## src/rtl/sync_memory_ctrl.sv

```systemverilog
// Single-port synchronous memory with request/valid handshake and a clear
// sequencer that writes INIT_VALUE to every location after reset or on Clear.
module sync_memory_ctrl #(
   parameter int                    Data_WIDTH    = 16,
   parameter int                    Address_WIDTH = 8,
   parameter logic [Data_WIDTH-1:0] INIT_VALUE    = '0
) (
   input  logic                     Clk,
   input  logic                     Reset_N,
   input  logic                     Req,
   input  logic                     Write_EN,
   input  logic [Address_WIDTH-1:0] Address,
   input  logic [Data_WIDTH-1:0]    DIn,
   input  logic                     Clear,
   output logic                     Ready,
   output logic                     Busy,
   output logic [Data_WIDTH-1:0]    DOut,
   output logic                     Valid
);

   localparam int DEPTH = 2 ** Address_WIDTH;

   typedef enum logic {ST_CLEAR, ST_IDLE} state_t;

   state_t                   state_q;
   logic [Address_WIDTH-1:0] cnt_q;
   logic [Address_WIDTH-1:0] cnt_d;
   logic [Data_WIDTH-1:0]    dout_q;
   logic                     valid_q;
   logic [Data_WIDTH-1:0]    mem_q [DEPTH];

   logic                     rd_acc;
   logic                     wr_acc;
   logic                     mem_we;
   logic [Address_WIDTH-1:0] mem_addr;
   logic [Data_WIDTH-1:0]    mem_wdata;

   // Clear wins over a simultaneous request, which is dropped rather than queued.
   always_comb begin
      rd_acc    = (state_q == ST_IDLE) && !Clear && Req && Write_EN;
      wr_acc    = (state_q == ST_IDLE) && !Clear && Req && !Write_EN;
      mem_we    = (state_q == ST_CLEAR) || wr_acc;
      mem_addr  = (state_q == ST_CLEAR) ? cnt_q : Address;
      mem_wdata = (state_q == ST_CLEAR) ? INIT_VALUE : DIn;
      cnt_d     = cnt_q + Address_WIDTH'(1);
   end

   always_ff @(posedge Clk or negedge Reset_N) begin
      if (!Reset_N) begin
         state_q <= ST_CLEAR;
         cnt_q   <= '0;
         dout_q  <= '0;
         valid_q <= 1'b0;
      end else begin
         case (state_q)
            ST_CLEAR: begin
               valid_q <= 1'b0;
               cnt_q   <= cnt_d;
               if (cnt_q == '1) begin
                  state_q <= ST_IDLE;
               end
            end
            default: begin
               valid_q <= rd_acc;
               if (rd_acc) begin
                  dout_q <= mem_q[Address];
               end
               if (Clear) begin
                  state_q <= ST_CLEAR;
                  cnt_q   <= '0;
               end
            end
         endcase
      end
   end

   // The array has no reset; the clear sequence is what initialises it.
   always_ff @(posedge Clk) begin
      if (mem_we) begin
         mem_q[mem_addr] <= mem_wdata;
      end
   end

   assign Ready = (state_q == ST_IDLE);
   assign Busy  = (state_q == ST_CLEAR);
   assign DOut  = dout_q;
   assign Valid = valid_q;

endmodule

```

## config.mk

```make
export PLATFORM = sky130hd
export DESIGN_NAME = sync_memory_ctrl
export DESIGN_NICKNAME = d
export VERILOG_FILES = /design/src/rtl/sync_memory_ctrl.sv
export SDC_FILE = /design/constraint.sdc
export NUM_CORES = 2
export LEC_CHECK = 0
export BUFFER_PORTS_ARGS = -buffer_cell sky130_fd_sc_hd__buf_2
export CAP_MARGIN = 0
export CELL_PAD_IN_SITES_DETAIL_PLACEMENT = 1
export CELL_PAD_IN_SITES_GLOBAL_PLACEMENT = 1
export CORE_MARGIN = 2
export CORE_UTILIZATION = 30
export CTS_BUF_LIST = sky130_fd_sc_hd__clkbuf_2
export DETAILED_ROUTE_END_ITERATION = 16
export PLACE_DENSITY_LB_ADDON = 0.1
export SETUP_SLACK_MARGIN = 0.1
export SLEW_MARGIN = 20
export SYNTH_ARGS = -nofsm -noshare
export SYNTH_HDL_FRONTEND = slang
export SYNTH_SLANG_ARGS = --single-unit
export TNS_END_PERCENT = 100
```

## constraint.sdc

```tcl
create_clock -name Clk -period 5.1 [get_ports Clk]
set_input_delay 0.255 -clock Clk [delete_from_list [all_inputs] [get_ports Clk]]
set_output_delay 0.255 -clock Clk [all_outputs]
set_load 0.005 [all_outputs]
```

==> impl_metrics.json <==
{
  "outcome": "complete, no violations",
  "synth.net_count": 7724,
  "start_util_pct": 30.1,
  "r2r_setup_slack_ns": 0.27,
  "rr_worst_depth": 10,
  "worst_pin_slew_ns": 1.33,
  "syn_to_final_growth_pct": 15.1,
  "crit_start": "Clear",
  "num_vias": 88071,
  "wl_um": 592000,
  "synth_mux_area_share_pct": 14.4,
  "fmax_mhz": 201,
  "synthesis.instances": 7694,
  "drc_errors": 0,
  "worstPathArrival_ns": 7.19,
  "synth_flop_cell": "edfxtp_1",
  "holdWs_ns": 0.470,
  "cp-start-kind": "input pin",
  "ant_nets": 0,
  "synth_adder_area_share_pct": 0.00780,
  "ys_async_sr_fraction_pct": 0.631,
  "grt_start_max_net_pins": 153,
  "end_kind": "flip-flop",
  "synth_top_family_by_area": "multiplexers",
  "h-tree-depth": 7,
  "regToRegEndpoint": "DOut[13]",
  "post-route-min-period_ns": 4.98,
  "synth_cell_types": 82,
  "drive_gt1_share_pct": 34.8,
  "cts_buffers": 1207,
  "gr-total-overflow": 0,
  "yosysWarnings": 0,
  "grt_setup_unrepaired": "false",
  "wl_per_cell_um": 34.6,
  "cp_max_fo": 11,
  "power.leakage_nw": 62.2,
  "setup_violations": 0,
  "antenna_found_initial": 62,
  "grt.total_usage_pct": 21.8,
  "place_inst": 14972,
  "power_density_mw_per_mm2": 363,
  "chipHeight_um": 735,
  "synth_commonest_cells": "edfxtp_1 (4096), mux4_2 (635), mux2i_1 (628)",
  "synth_edf_count": 4096,
  "r2r_start": "Ready",
  "grt_pass1_vias": 93608,
  "synth.area.top_cells": "edfxtp_1 (77%), mux4_2 (8.9%), mux2i_1 (3.9%)",
  "worstSetupPathType": "input pin to flip-flop",
  "synth_seq_area_share_pct": 77.1,
  "critPathCapture": "DOut[13]",
  "ios": 48,
  "grt_pass1_wl_um": 802000,
  "nets": 9347,
  "skew_ns": 0.321,
  "fin_cells": 17103,
  "cts-root-buf": "clkbuf_2",
  "synth_xor_area_share_pct": 0.0328,
  "finalHoldViolCount": 0,
  "cap_violations": 0,
  "drtPass1Iterations": 5,
  "core_area_mm2": 0.533,
  "die_x_um": 735,
  "vias_per_cell": 5.15,
  "place.port_buffers": 47,
  "ys_ff_latch": 4122,
  "dieArea_mm2": 0.541,
  "ir_drop_v": 0.000239,
  "row_count": 268,
  "synthSimpleGateAreaFrac_pct": 2.17,
  "maxSlewHeadroom_pct": 11.4,
  "report.final.slew_viol_count": 0,
  "drt_iter0_drc": 7819,
  "syn_avg_cell_area_um2": 20.9,
  "clkLatencyLatePin_ns": 2.42,
  "cts_sinks": 4122,
  "nFillCells": 53168,
  "cp.required_ns": 7.31,
  "syn_area_mm2": 0.160,
  "path_clk_slew_ns": 0.10,
  "synth_top_area_share_pct": 76.7,
  "fin_crit_sh_pct": 97.6,
  "synth_most_common_cell": "edfxtp_1",
  "synth_compound_area_share_pct": 4.01,
  "gp_congestion": 0.811,
  "synth_top_area_cell": "edfxtp_1",
  "dp_hpwl_um": 370000,
  "clk_path_buf_depth": 5,
  "min_path_type": "input pin to asynchronous set/reset pin",
  "cts_tree": "yes"
}
==> stage by stage <==
stage                     utilization (%)  area, um2  total power [mW]  setup WS [ns]  TNS, ns
final                                34.7     185000              67.0          0.122        0
after global routing                 34.7     185000              69.8          0.191        0
after CTS                            34.6     185000              68.1          0.104        0
after detailed placement             32.5     173000              44.5        -0.0403  -0.0403
after global placement               32.5     173000              44.4         -0.152   -0.152
after floorplan                         -     160000              41.2         -0.302  -774.10
==> power by group <==
part | internal, mW | total [mW] | switching [mW]
Clock | 9.11 | 23.3 | 14.2
Sequential | 37.5 | 37.8 | 0.262
Combinational | 1.75 | 5.95 | 4.20
==> kinds of logic after synthesis <==
logic type | Yosys count
buf+inv | 475
simple gates | 800
xor+xnor | 6
fa+ha+maj | 1
compound gates | 921
mux | 1369
flops | 4122
==> critical path: stages <==
cell and delay (ns):
dlygate4sd3_1 0.53, dlygate4sd3_1 0.55, dlygate4sd3_1 0.55, buf_2 0.18
dlygate4sd3_1 0.86, nand4b_1 0.32, dlygate4sd3_1 0.71, inv_1 0.09
dlygate4sd3_1 0.60, nand2_1 0.46, a2111oi_2 0.52, nand4b_1 0.24
dlygate4sd3_1 0.66, nand3_1 0.08, dlygate4sd3_1 0.55
==> layer usage <==
layer | up-vias | wire, um | GRT usage (%)
met1 | 48086 | 257000 | 28.8
met4 | 6 | 15200 | 7.34
met2 | 2892 | 292000 | 36.2
met3 | 947 | 27400 | 3.68
li1 | 36140 | - | -
met5 | - | 41 | 0
==> flip-flops by register name, summed over array words and instances, names as in the netlist <==
signal,cells
DOut,16
mem_q,4096
cnt_q,8
Ready,1
Valid,1
==> worst min path at each step <==
stage	slack (ns)	from	cells past startpoint	to
finish	0.47	Reset_N	6	DOut[4]
global route	0.14	Reset_N	6	DOut[15]
CTS	0.002	Address[7]	9	DOut[9]
detailed placement	0.50	Reset_N	1	DOut[15]
global placement	0.46	Reset_N	1	DOut[7]
floorplan	-0.04	Reset_N	0	DOut[0]
==> cell usage in the layout (no fill, tap or decap), types with 17 or more instances in the layout <==
master,count
nor2_2,180
nor3_1,34
nor2_1,91
edfxtp_1,4096
nor3_2,25
nand3_1,43
nor2_4,29
clkinv_1,167
mux4_2,635
o22ai_1,207
a2111oi_0,19
a22oi_1,79
and2_4,17
buf_4,579
dfrtp_1,25
a221oi_1,38
a21oi_1,125
buf_12,99
mux4_1,90
o21ai_0,108
nand2_1,271
o221ai_1,110
clkbuf_2,1732
dlygate4sd3_1,136
a211oi_1,78
buf_2,46
diode_2,39
mux2i_1,628
==> final cells by class <==
cell class | instances | area [um2] | area share, %
flip-flops and latches | 4122 | 124000 | 66.9
multi-input cells | 3097 | 34200 | 18.5
well taps | 7020 | 8780 | 4.75
clock buffers | 1732 | 8670 | 4.69
repair buffers | 878 | 8370 | 4.53
clock inverters | 204 | 903 | 0.489
diodes | 39 | 97.6 | 0.0528
inverters | 11 | 51.3 | 0.0278
==> repair_timing <==
action                                 4_1_cts  5_1_grt
setup endpoints to repair                    0        3
resized for setup                            0        0
hold buffers                               156        0
buffers inserted                             0        1
endpoints found under the hold margin     8244        0
No activity file was read; power rests on OpenSTA's default activity.
